<file path="config.mk">
export PLATFORM = sky130hd
export DESIGN_NAME = fetch_stage_flat
export DESIGN_NICKNAME = d
export VERILOG_FILES = /design/src/rtl/fetch_stage_pkg.sv /design/src/rtl/fetch_stage_if.sv /design/src/rtl/fetch_stage_if_id_reg.sv /design/src/rtl/fetch_stage.sv /design/src/flat_wrapper.sv
export SDC_FILE = /design/constraint.sdc
export NUM_CORES = 1
export LEC_CHECK = 0
export CAP_MARGIN = 20
export CORE_MARGIN = 8
export CORE_UTILIZATION = 50
export DETAILED_ROUTE_END_ITERATION = 10
export PLACE_DENSITY_LB_ADDON = 0.2
export SYNTH_ARGS = -nofsm -noshare
export SYNTH_HDL_FRONTEND = slang
export SYNTH_SLANG_ARGS = --single-unit
</file>
<file path="constraint.sdc">
create_clock -name clk -period 10.09 [get_ports clk]
set_input_delay 2.018 -clock clk [delete_from_list [all_inputs] [get_ports clk]]
set_output_delay 2.018 -clock clk [all_outputs]
set_load 0.01 [all_outputs]
</file>
<file path="src/rtl/fetch_stage_pkg.sv">
// Shared types and defaults for the fetch stage and its IF/ID register.
package rv_pipe_pkg;

  // Width of the PC fields carried in the IF/ID payload.
  localparam int XLEN_W = 32;

  // Bubble encoding: addi x0,x0,0.
  localparam logic [31:0] NOP_INSTR_DEF = 32'h0000_0013;

  // PC loaded when rst is asserted.
  localparam logic [XLEN_W-1:0] RESET_PC_DEF = 32'h0000_0000;

  typedef enum logic [1:0] {
    IDLE  = 2'd0,
    FETCH = 2'd1,
    HOLD  = 2'd2
  } fetch_state_t;

  typedef struct packed {
    logic [31:0]       instr;
    logic [XLEN_W-1:0] pc;
    logic [XLEN_W-1:0] pc_plus4;
    logic              valid;
  } if_id_t;

endpackage

</file>
<file path="src/rtl/fetch_stage_if.sv">
// Instruction-memory request/response bus between the fetch stage and imem.
interface fetch_stage_if #(
  parameter int XLEN = 32
);
  logic            req;
  logic [XLEN-1:0] addr;
  logic [31:0]     rdata;
  logic            ready;

  // The fetch stage issues requests; the memory answers them.
  modport master (output req, output addr, input rdata, input ready);
  modport slave  (input req, input addr, output rdata, output ready);
endinterface

</file>
<file path="src/rtl/fetch_stage_if_id_reg.sv">
// IF/ID pipeline register. Flush beats stall beats load; when nothing is
// loaded the register degrades to a bubble that keeps the last PC fields.
module if_id_reg
  import rv_pipe_pkg::*;
#(
  parameter logic [31:0] NOP_INSTR = NOP_INSTR_DEF
) (
  input  logic   clk,
  input  logic   rst,
  input  logic   load,
  input  logic   stall,
  input  logic   flush,
  input  if_id_t d,
  output if_id_t q
);

  // Update the IF/ID payload; bubbles only touch instr/valid.
  always_ff @(posedge clk or posedge rst) begin
    if (rst) begin
      q.instr    <= NOP_INSTR;
      q.pc       <= '0;
      q.pc_plus4 <= '0;
      q.valid    <= 1'b0;
    end else if (flush) begin
      q.instr <= NOP_INSTR;
      q.valid <= 1'b0;
    end else if (stall) begin
      q <= q;
    end else if (load) begin
      q <= d;
    end else begin
      q.instr <= NOP_INSTR;
      q.valid <= 1'b0;
    end
  end

endmodule

</file>
<file path="src/rtl/fetch_stage.sv">
// Instruction-fetch stage: owns the PC, drives the imem handshake, handles
// redirects/stalls/flushes and feeds decode through the IF/ID register.
// XLEN must match rv_pipe_pkg::XLEN_W since the IF/ID payload uses it.
module fetch_stage
  import rv_pipe_pkg::*;
#(
  parameter int              XLEN      = XLEN_W,
  parameter logic [XLEN-1:0] RESET_PC  = RESET_PC_DEF,
  parameter logic [31:0]     NOP_INSTR = NOP_INSTR_DEF
) (
  input  logic            clk,
  input  logic            rst,
  input  logic            start,
  input  logic            stall_F,
  input  logic            flush_D,
  input  logic            pc_src_E,
  input  logic [XLEN-1:0] pc_target_E,
  fetch_stage_if.master   imem,
  output logic [31:0]     instr_D,
  output logic [XLEN-1:0] pc_D,
  output logic [XLEN-1:0] pc_plus4_D,
  output logic            valid_D,
  output logic            busy
);

  fetch_state_t    state_reg;
  logic [XLEN-1:0] pc_reg;
  logic            req_reg;
  logic [31:0]     skid_instr_reg;
  logic [XLEN-1:0] skid_pc_reg;
  logic            pend_reg;
  logic [XLEN-1:0] pend_target_reg;

  logic [XLEN-1:0] target_aligned;
  logic [XLEN-1:0] pc_plus4;
  logic            in_fetch;
  logic            in_hold;
  logic            accept;
  logic            hold_release;
  logic            idd_load;
  logic            idd_flush;
  if_id_t          idd_d;
  if_id_t          idd_q;

  assign target_aligned = {pc_target_E[XLEN-1:2], 2'b00};
  assign pc_plus4       = pc_reg + XLEN'(4);
  assign in_fetch       = (state_reg == FETCH);
  assign in_hold        = (state_reg == HOLD);

  // A response is only consumed when nothing else claims this cycle.
  assign accept       = in_fetch && imem.ready && !stall_F && !flush_D &&
                        !pc_src_E && !pend_reg;
  assign hold_release = in_hold && !stall_F && !flush_D && !pc_src_E;
  assign idd_load     = accept || hold_release;
  assign idd_flush    = flush_D || pc_src_E;

  // Select the IF/ID source: skid buffer when leaving HOLD, else the bus.
  always_comb begin
    idd_d.valid = 1'b1;
    if (in_hold) begin
      idd_d.instr    = skid_instr_reg;
      idd_d.pc       = skid_pc_reg;
      idd_d.pc_plus4 = skid_pc_reg + XLEN'(4);
    end else begin
      idd_d.instr    = imem.rdata;
      idd_d.pc       = pc_reg;
      idd_d.pc_plus4 = pc_plus4;
    end
  end

  // Fetch FSM with PC, skid buffer, pending redirect and registered req.
  always_ff @(posedge clk or posedge rst) begin
    if (rst) begin
      state_reg       <= IDLE;
      pc_reg          <= RESET_PC;
      req_reg         <= 1'b0;
      skid_instr_reg  <= '0;
      skid_pc_reg     <= '0;
      pend_reg        <= 1'b0;
      pend_target_reg <= '0;
    end else begin
      case (state_reg)
        IDLE: begin
          if (pc_src_E) pc_reg <= target_aligned;
          if (start) begin
            state_reg <= FETCH;
            req_reg   <= 1'b1;
          end
        end
        FETCH: begin
          if (pc_src_E) begin
            // The in-flight response (now or later) is thrown away.
            if (imem.ready) begin
              pc_reg   <= target_aligned;
              pend_reg <= 1'b0;
            end else begin
              pend_reg        <= 1'b1;
              pend_target_reg <= target_aligned;
            end
          end else if (pend_reg) begin
            if (imem.ready) begin
              pc_reg   <= pend_target_reg;
              pend_reg <= 1'b0;
            end
          end else if (imem.ready && !flush_D) begin
            if (stall_F) begin
              skid_instr_reg <= imem.rdata;
              skid_pc_reg    <= pc_reg;
              state_reg      <= HOLD;
              req_reg        <= 1'b0;
            end else begin
              pc_reg <= pc_plus4;
            end
          end
        end
        HOLD: begin
          if (pc_src_E) begin
            pc_reg    <= target_aligned;
            state_reg <= FETCH;
            req_reg   <= 1'b1;
          end else if (!stall_F) begin
            // A flush here drops the buffered word so it is fetched again.
            if (!flush_D) pc_reg <= pc_plus4;
            state_reg <= FETCH;
            req_reg   <= 1'b1;
          end
        end
        default: begin
          state_reg <= IDLE;
          req_reg   <= 1'b0;
        end
      endcase
    end
  end

  if_id_reg #(
    .NOP_INSTR (NOP_INSTR)
  ) u_if_id (
    .clk   (clk),
    .rst   (rst),
    .load  (idd_load),
    .stall (stall_F),
    .flush (idd_flush),
    .d     (idd_d),
    .q     (idd_q)
  );

  assign imem.req   = req_reg;
  assign imem.addr  = pc_reg;
  assign instr_D    = idd_q.instr;
  assign pc_D       = idd_q.pc;
  assign pc_plus4_D = idd_q.pc_plus4;
  assign valid_D    = idd_q.valid;
  assign busy       = (state_reg != IDLE);

endmodule
</file>
<file path="src/flat_wrapper.sv">
// flat-port wrapper written by rule: the top's interface ports become plain ports
module fetch_stage_flat import rv_pipe_pkg::*;
#(
  parameter int              XLEN      = XLEN_W,
  parameter logic [XLEN-1:0] RESET_PC  = RESET_PC_DEF,
  parameter logic [31:0]     NOP_INSTR = NOP_INSTR_DEF
)
  (clk, rst, start, stall_F, flush_D, pc_src_E, pc_target_E, instr_D, pc_D, pc_plus4_D, valid_D, busy, imem_req, imem_addr, imem_rdata, imem_ready);
  fetch_stage_if #(.XLEN(XLEN)) imem_i ();
  input  logic clk;
  input  logic rst;
  input  logic start;
  input  logic stall_F;
  input  logic flush_D;
  input  logic pc_src_E;
  input  logic [XLEN-1:0] pc_target_E;
  output logic [31:0] instr_D;
  output logic [XLEN-1:0] pc_D;
  output logic [XLEN-1:0] pc_plus4_D;
  output logic valid_D;
  output logic busy;
  output wire logic [$bits(imem_i.req)-1:0] imem_req;
  output wire logic [$bits(imem_i.addr)-1:0] imem_addr;
  input wire logic [$bits(imem_i.rdata)-1:0] imem_rdata;
  input wire logic [$bits(imem_i.ready)-1:0] imem_ready;
  assign imem_req = imem_i.req;
  assign imem_addr = imem_i.addr;
  assign imem_i.rdata = imem_rdata;
  assign imem_i.ready = imem_ready;
  fetch_stage #(.XLEN(XLEN), .RESET_PC(RESET_PC), .NOP_INSTR(NOP_INSTR)) u_core (.clk(clk), .rst(rst), .start(start), .stall_F(stall_F), .flush_D(flush_D), .pc_src_E(pc_src_E), .pc_target_E(pc_target_E), .imem(imem_i), .instr_D(instr_D), .pc_D(pc_D), .pc_plus4_D(pc_plus4_D), .valid_D(valid_D), .busy(busy));
endmodule
</file>
==> qor.yml, run 1 <==
placement:
  routabilityCongestion: 0.8941
  io_buffers: 193
  dp_hpwl_microns: 20810
  preCtsSetupSlack_ps: 4913
floorplanning:
  start_util: 0.5116
  core-area_sq_um: 21090
  ios: 202
  die_area_sq_um: 26530
  die_w_microns: 162.9
  fp.dieH_microns: 162.9
  rows: 53
global_routing:
  antenna_found_initial: 5
  grt_max_degree: 140
  grt_pass1_vias: 8341
  grt_overflow: 0
  grt_pass1_wl_microns: 47210
  grtUsageTotal: 0.2234
synth:
  yosys_warnings: 0
  ys_top_cells_by_area: "dfrtp_1 50%, mux2_2 10%, mux2i_1 6.4%"
  synth.most_common_cell: "dfrtp_1"
  synth-seq-cells: 219
  yosysTopAreaCellShare: 0.5010
  avgSynthCellArea_sq_um: 10.57
  yosysUniqueCellTypes: 58
  synth_common_cells: "216 x dfrtp_1, 141 x nand2_1, 107 x o21ai_0, 96 x mux2_2, 69 x mux2i_1"
  synthFlopType: "dfrtp_1"
  syn_inst: 1021
  syn_area_sq_um: 10790
  synthArstFlopShare: 1.000
  synth-seq-area-share: 0.5083
  synth.largest_area_cell: "dfrtp_1"
  synth_edf_count: 0
final_layout:
  nNetsFinal: 1262
  drive_gt1_frac: 0.1366
  area_growth_pct: 27.30
  largest_reg_flops: 93
  diodes: 0
timing:
  finalMaxSlewViolations: 0
  setup_viol: 0
  slew-limit-headroom: 0.2571
  fin_ws_ps: 5506
  timing.final.crit_share: 0.4543
  finClkSkew_ps: 11.87
  min_period_ps: 4584
  hold_violations: 0
  rsz0062_at_grt: "false"
  tns_ps: 0
  tightest_slew_ps: 1110
  fmax_mhz: 218.1
flow_run:
  maxCapViolCount: 0
drt:
  num_vias: 8541
  drc: 0
  wl_per_cell_microns: 20.47
  dr.first_iter.drc_count: 752
  first_pass_iters: 5
  viasPerCell: 5.787
  routed_wl_microns: 30210
  drtAntennaViolNets: 0
critical_path:
  required_ps: 10480
  cp.arrival_ps: 4970
  endpoint_kind: "flop"
  regToRegSetupSlack_ps: 6400
  regToRegEndpoint: "u_core.u_if_id.q[22]"
  rr_worst_depth: 9
  crit_buf_inv: 2
  critPathTopFamily: "buffers and inverters"
  cp_cell_sequence: "clkdlybuf4s50_1, and2_1, o21ai_4, buf_4, nor2_1, a32oi_1, o211ai_1"
  cp_max_fo: 96
  worst_path_largest_cell_delay_ps: 790
  cp_slowest_cell: "buf_4"
  startpoint_type: "primary input"
  worstSetupPathType: "in -> reg"
  regToRegStartpoint: "u_core.state_reg[1]"
clock_tree:
  clock_sinks: 219
  clk_pin_slew_ps: 60
  postCtsSetupRepairBufs: 0
  cts_inserted_buffers: 24
  hold_buffers: 0
  clockBufferDepth: 3
  cts_tree: "done"
  htreeDepth: 1
  clock-root-buffer: "clkbuf_16"
  ctsResizeCount: 0
  clk-insertion-delay-late_ps: 520
min_path:
  min-delay-start: "u_core.u_if_id.q[8]"
  hold_end: "u_core.u_if_id.q[8]"
  worstHoldPathCells: 2
  hold_path.class: "reg -> reg"
run_status:
  status: "completed"
power_and_ir_drop:
  power_density_nw_per_um2: 286.0
  leakage_nw: 5.756
  peakVddDrop_mv: 0.1943
  total_power_mw: 3.928
per-layer routing:
| metal | wire length [microns] | up-vias | GRT usage | share of wire |
|---|---|---|---|---|
| met5 | 52 | - | 0 | 0.0017 |
| met4 | 727 | 10 | 0.06339 | 0.024 |
| met3 | 2784 | 54 | 0.05839 | 0.092 |
| met2 | 13710 | 339 | 0.3421 | 0.45 |
| met1 | 12940 | 4173 | 0.3076 | 0.43 |
| li1 | - | 3965 | - | - |
worst max-delay path by stage:
stage	from	endpoint	slack, ps	depth (start not counted)
final	imem_ready	u_core.u_if_id.q[22]	5510	7
after detailed placement	imem_ready	u_core.u_if_id.q[22]	4910	7
after floorplan	rst	u_core.imem.addr[10]	2080	1
after CTS	imem_ready	u_core.u_if_id.q[22]	5460	7
after global routing	imem_ready	u_core.u_if_id.q[22]	5230	7
after global placement	imem_ready	u_core.u_if_id.q[22]	4980	7
cell families (layout without fill, tap and decap cells):
family | Yosys count | in the layout | synth area share
simple gates | 284 | 284 | 0.1235
flops | 219 | 219 | 0.5083
compound gates | 208 | 208 | 0.1192
mux | 165 | 165 | 0.1642
buf+inv | 83 | 258 | 0.03212
xor+xnor | 53 | 53 | 0.04302
fa+ha+maj | 8 | 8 | 0.009278
other cells | 1 | 6 | 0.0003476
placed cells by master (no fill, tap or decap), drive strengths merged, types with 8 or more instances in the layout:
master,Yosys,routed
a21oi,24,24
a22oi,15,15
and3,18,18
buf,22,8
clkbuf,48,40
clkdlybuf4s50,0,193
dfrtp,216,216
ha,8,8
inv,13,13
mux2,96,96
mux2i,69,69
nand2,141,141
nand3,23,23
nand4,17,17
nor2,36,36
nor3,13,13
o21ai,110,110
xnor2,23,23
xor2,30,30
final cells by class:
| class | instances | area (sq um) |
|---|---|---|
| Sequential cell | 219 | 5484 |
| Clock inverter | 4 | 70.07 |
| Timing Repair Buffer | 201 | 2012 |
| Inverter | 13 | 56.30 |
| Tap cell | 275 | 344.1 |
| Multi-Input combinational cell | 724 | 5016 |
| Clock buffer | 40 | 752.0 |
| Fill cell | 1712 | 7353 |
report_power, final:
group | total, mW | internal (mW) | switching (mW) | leakage (nW)
combinational | 1.50 | 0.755 | 0.749 | 2.50
clock | 0.906 | 0.556 | 0.350 | 0.404
sequential | 1.52 | 1.20 | 0.321 | 2.85
worst min-delay path: stages, from the launching register on:
cell	delay, ps
dfrtp_1	350
nand2_1	50
nand2_1	50
metrics by stage:
| step | util | instance area (sq um) | hold slack, ps | cells |
|---|---|---|---|---|
| finish | 0.6513 | 13730 | 473.2 | 1476 |
| global route | 0.6513 | 13730 | 498.8 | 1476 |
| CTS | 0.6500 | 13710 | 472.7 | 1475 |
| detailed placement | 0.6110 | 12880 | 459.5 | 1431 |
| global placement | 0.6110 | 12880 | 453.0 | 1431 |
| floorplan | - | 10810 | 471.2 | 1026 |
No activity file was read; power rests on OpenSTA's default activity.
==> run 2: changes to the inputs <==
--- a/config.mk
+++ b/config.mk
@@ -7,7 +7,7 @@
 export LEC_CHECK = 0
 export CAP_MARGIN = 20
 export CORE_MARGIN = 8
-export CORE_UTILIZATION = 50
+export CORE_UTILIZATION = 48
 export DETAILED_ROUTE_END_ITERATION = 10
 export PLACE_DENSITY_LB_ADDON = 0.2
 export SYNTH_ARGS = -nofsm -noshare
==> constraint.sdc (replaced) <==
create_clock -name clk -period 4.1 [get_ports clk]
set_input_delay 0.82 -clock clk [delete_from_list [all_inputs] [get_ports clk]]
set_output_delay 0.82 -clock clk [all_outputs]
set_load 0.01 [all_outputs]
==> run 2 against run 1 <==
Against the previous run: sequential share of layout area shrank 0.28 points; design area grew 0.71%; critical path depth grew 1; clock power grew 130%; via count shrank 1.2%; largest power group unchanged.
==> qor.yml, run 2 (same netlist as run 1, synthesis figures left out) <==
placement:
  dp.cells: 1453
  dp_hpwl_microns: 20990
  io_buffers: 193
  routabilityCongestion: 0.8672
floorplanning:
  core-area_sq_um: 22370
  start_util: 0.4824
  die_area_sq_um: 27530
  ios: 202
  fp.dieH_microns: 165.9
  rows: 55
  die_w_microns: 165.9
drt:
  first_pass_iters: 5
  drc: 0
  routed_wl_microns: 29850
  drtAntennaViolNets: 0
  num_vias: 8441
  viasPerCell: 5.642
  wl_per_cell_microns: 19.95
  dr.first_iter.drc_count: 450
critical_path:
  rr_worst_depth: 8
  worstSetupPathType: "reg -> reg"
  required_ps: 4530
  cp_max_fo: 52
  regToRegSetupSlack_ps: 830
  regToRegEndpoint: "u_core.imem.addr[16]"
  endpoint_kind: "flop"
  cp.arrival_ps: 3700
  regToRegStartpoint: "u_core.state_reg[0]"
  startpoint_type: "flop"
timing:
  fmax_mhz: 305.8
  tightest_slew_ps: 1108
  setup_viol: 0
  finalMaxSlewViolations: 0
  min_period_ps: 3270
  tns_ps: 0
  rsz0062_at_grt: "false"
  finClkSkew_ps: 8.384
  timing.final.crit_share: 0.7976
  slew-limit-headroom: 0.2611
  hold_violations: 0
final_layout:
  nNetsFinal: 1274
  finalNonFillerCells: 1496
  final_cell_mix: "216 x dfrtp_1, 193 x clkdlybuf4s50_1, 141 x nand2_1, 107 x o21ai_0, 96 x mux2_2"
  largest_reg_flops: 93
  area_growth_pct: 28.20
  layout_commonest_cell: "dfrtp_1"
  fill_cells: 1855
  drive_gt1_frac: 0.1463
clock_tree:
  hold_buffers: 0
  clockBufferDepth: 3
  clk_pin_slew_ps: 60
  clock-root-buffer: "clkbuf_16"
  cts_inserted_buffers: 24
  clock_sinks: 219
  htreeDepth: 1
  cts_tree: "done"
  postCtsSetupRepairBufs: 0
  ctsResizeCount: 0
  clk-insertion-delay-late_ps: 510
global_routing:
  antenna_found_initial: 3
  grt_pass1_vias: 8639
  grt_max_degree: 79
  grtUsageTotal: 0.2121
  grt_overflow: 0
  grt_pass1_wl_microns: 47680
power_and_ir_drop:
  leakage_nw: 5.809
  power_density_nw_per_um2: 688.4
  peakVddDrop_mv: 0.3754
min_path:
  min-delay-start: "u_core.u_if_id.q[86]"
  hold_end: "u_core.u_if_id.q[86]"
  worstHoldPathCells: 2
  hold_path.class: "reg -> reg"
flow_run:
  maxCapViolCount: 0
run_status:
  status: "completed"
[run 2: cell count changes in the layout (fill, tap and decap cells not counted), moves of 2 or more]
cell / before / now
clkbuf_1: 8 / 3
buf_4: 7 / 15
buf_12: 0 / 5
clkinv_2: 2 / 4
bufinv_16: 2 / 0
clkbuf_8: 7 / 9
[run 2: per-layer routing]
metal / track usage / routed length (microns) / vias to the layer above
met3: 0.07297 / 2682 / 55
met1: 0.2665 / 12600 / 4108
li1: - / - / 3997
met2: 0.3402 / 13780 / 277
met4: 0.06561 / 767 / 4
met5: 0 / 22 / -
[run 2: worst max-delay path by stage]
| stage | from | to | slack [ps] | cells past startpoint |
|---|---|---|---|---|
| 2_1_floorplan | rst | u_core.imem.addr[10] | 430 | 1 |
| 3_3_place_gp | pc_src_E | u_core.u_if_id.q[22] | 760 | 6 |
| 3_5_place_dp | pc_src_E | u_core.u_if_id.q[22] | 710 | 6 |
| 4_1_cts | u_core.state_reg[0] | u_core.imem.addr[16] | 840 | 8 |
| 6_report | u_core.state_reg[0] | u_core.imem.addr[16] | 830 | 8 |
| 5_1_grt | u_core.state_reg[0] | u_core.imem.addr[16] | 610 | 8 |
[run 2: stage by stage]
step	area [sq um]	worst slack, ps	hold slack, ps	utilization	total power [mW]
2_1_floorplan	10810	428.4	471.2	-	5.796
3_3_place_gp	13040	761.3	458.6	0.5831	7.299
3_5_place_dp	13040	708.8	466.7	0.5831	7.425
4_1_cts	13820	840.0	482.7	0.6180	9.571
5_1_grt	13830	609.0	504.9	0.6185	10.11
6_report	13830	829.8	475.2	0.6185	9.522
[run 2: layout make-up]
type	instances	area, sq um	share of cell area
tap	285	356.6	0.02578
sequential	219	5484	0.3965
clock inverter	4	20.02	0.001447
multi-input combinational	724	5011	0.3623
antenna	1	2.502	0.0001809
inverter	13	52.55	0.003799
clock buffer	37	760.7	0.05500
timing repair buffer	213	2145	0.1550
[run 2: worst max-delay path, cell delays in order, from the launching register on]
cell,delay [ps]
dfrtp_1,420
inv_1,170
ha_4,800
o21a_1,240
a211oi_2,70
o21ai_2,870
buf_4,370
o21ai_0,120
o21ai_0,100
[run 2: report_power, final]
group          total [mW]  internal (mW)  leakage (nW)  switching, mW
Combinational        3.70           1.88          2.57           1.82
Clock                2.11           1.26         0.392          0.850
Sequential           3.71           2.95          2.85          0.763
==> run 3: changes to the inputs <==
--- a/config.mk
+++ b/config.mk
@@ -7,7 +7,7 @@
 export LEC_CHECK = 0
 export CAP_MARGIN = 20
 export CORE_MARGIN = 8
-export CORE_UTILIZATION = 48
+export CORE_UTILIZATION = 50
 export DETAILED_ROUTE_END_ITERATION = 10
 export PLACE_DENSITY_LB_ADDON = 0.2
 export SYNTH_ARGS = -nofsm -noshare
==> constraint.sdc (replaced) <==
create_clock -name clk -period 3.3 [get_ports clk]
set_input_delay 0.66 -clock clk [delete_from_list [all_inputs] [get_ports clk]]
set_output_delay 0.66 -clock clk [all_outputs]
set_load 0.01 [all_outputs]
==> run 3 against run 2 <==
Against the previous run: via count up 2.0%; clock-buffer cell count up 1; critical path depth down 2; global-route usage up 1.1 points; final cell count up 0.53%; die area down 3.6%; utilization up 4.5 points; fmax up 22%; total power up 27%; first-iteration DRC count up 48%; critical path type unchanged; highest routed layer unchanged.
==> qor.yml, run 3 (same netlist as run 1, synthesis figures left out) <==
global_routing:
  antenna_found_initial: 3
  grt_overflow: 0
  grtUsageTotal: 0.2234
  grt_pass1_wl_microns: 47480
  grt_max_degree: 88
  grt_pass1_vias: 8493
timing:
  whs_ps: 475.9
  tightest_slew_ps: 787.6
  finClkSkew_ps: 31.35
  hold_violations: 0
  timing.final.crit_share: 0.8142
  fin_ws_ps: 613.0
  setup_viol: 0
  min_period_ps: 2687
  rsz0062_at_grt: "false"
  slew-limit-headroom: 0.4701
  fmax_mhz: 372.2
  finalMaxSlewViolations: 0
clock_tree:
  cts_inserted_buffers: 25
  clock_sinks: 219
  postCtsSetupRepairBufs: 0
  cts_tree: "done"
  hold_buffers: 0
  clockBufferDepth: 3
  clock-root-buffer: "clkbuf_16"
  clk-insertion-delay-late_ps: 520
  htreeDepth: 1
  clk_pin_slew_ps: 60
  ctsResizeCount: 0
final_layout:
  area_growth_pct: 29.60
  drive_gt1_frac: 0.1580
  fill_cells: 1653
  finalNonFillerCells: 1504
  layout_commonest_cell: "dfrtp_1"
  largest_reg_flops: 93
  nNetsFinal: 1290
  fin_util: 0.6630
  final_cell_mix: "216 x dfrtp_1, 193 x clkdlybuf4s50_1, 141 x nand2_1, 107 x o21ai_0, 96 x mux2_2"
run_status:
  status: "completed"
critical_path:
  required_ps: 3690
  worst_path_largest_cell_delay_ps: 730
  endpoint_kind: "flop"
  worstSetupPathType: "reg -> reg"
  cp_max_fo: 9
  cp_slowest_cell: "nor4_1"
  cp.arrival_ps: 3080
  rr_worst_depth: 6
  cp_cell_sequence: "nand4_2, or4_4, nor4_1, xor2_1, a22oi_1, o21ai_0"
  startpoint_type: "flop"
floorplanning:
  start_util: 0.5116
  ios: 202
  core-area_sq_um: 21090
  die_area_sq_um: 26530
  rows: 53
  die_w_microns: 162.9
  fp.dieH_microns: 162.9
power_and_ir_drop:
  leakage_nw: 5.905
  total_power_mw: 12.06
  power_density_nw_per_um2: 862.8
  peakVddDrop_mv: 0.5833
placement:
  routabilityCongestion: 0.9155
  preCtsSetupSlack_ps: 176.0
  io_buffers: 193
  dp_hpwl_microns: 21800
  dp.cells: 1458
drt:
  drc: 0
  viasPerCell: 5.725
  routed_wl_microns: 29970
  num_vias: 8610
  dr.first_iter.drc_count: 665
  wl_per_cell_microns: 19.93
  first_pass_iters: 6
  drtAntennaViolNets: 0
flow_run:
  maxCapViolCount: 0
min_path:
  hold_path.class: "reg -> reg"
  worstHoldPathCells: 2
run 3: cell types whose count changed in the layout (fill, tap and decap cells not counted):
cell / previous run / this run
buf_8: 0 / 1
clkinv_2: 4 / 5
inv_6: 0 / 1
clkbuf_1: 3 / 4
buf_12: 5 / 7
buf_4: 15 / 27
run 3: worst paths after layout:
path | start | to | slack [ps]
max | u_core.imem.addr[5] | u_core.u_if_id.q[25] | 610
max in group asynchronous | rst | u_core.u_if_id.q[69] | 1970
max reg2reg | u_core.imem.addr[5] | u_core.u_if_id.q[25] | 610
min | u_core.u_if_id.q[8] | u_core.u_if_id.q[8] | 480
min in group asynchronous | rst | u_core.pend_target_reg[5] | 490
min reg2reg | u_core.u_if_id.q[8] | u_core.u_if_id.q[8] | 480
run 3: metal layers:
layer  up-vias  routed length [microns]  track usage
met3        59                     2866      0.06168
met1      4172                    12850       0.3027
li1       4031                        -            -
met5         -                       37            0
met4         6                      835      0.07756
met2       342                    13380       0.3391
run 3: power breakdown:
part           internal, mW  switching [mW]  total, mW  leakage (nW)
clock                  1.59            1.06       2.65         0.402
sequential             3.66           0.920       4.58          2.85
combinational          2.46            2.38       4.83          2.66
run 3: cell type report:
cell class | count | area (sq um) | area share
Timing Repair Buffer | 228 | 2290 | 0.1638
Sequential cell | 219 | 5484 | 0.3922
Multi-Input combinational cell | 724 | 5011 | 0.3584
Clock buffer | 38 | 764.5 | 0.05468
Tap cell | 275 | 344.1 | 0.02461
Antenna cell | 1 | 2.502 | 0.0001790
Inverter | 13 | 52.55 | 0.003758
Clock inverter | 6 | 33.78 | 0.002416
run 3: metrics by stage:
step	TNS, ps	instance area [sq um]
final	0	13980
after detailed placement	0	13170
after CTS	0	13960
after global routing	0	13980
after floorplan	-45720	10810
after global placement	0	13170
run 3: critical path, delay by kind of cell (launching register included):
| family | cells | cell delay, ps |
|---|---|---|
| AND/OR/NAND/NOR | 3 | 1560 |
| flip-flops | 1 | 560 |
| AO/OA/AOI/OAI | 2 | 290 |
| XOR/XNOR | 1 | 130 |
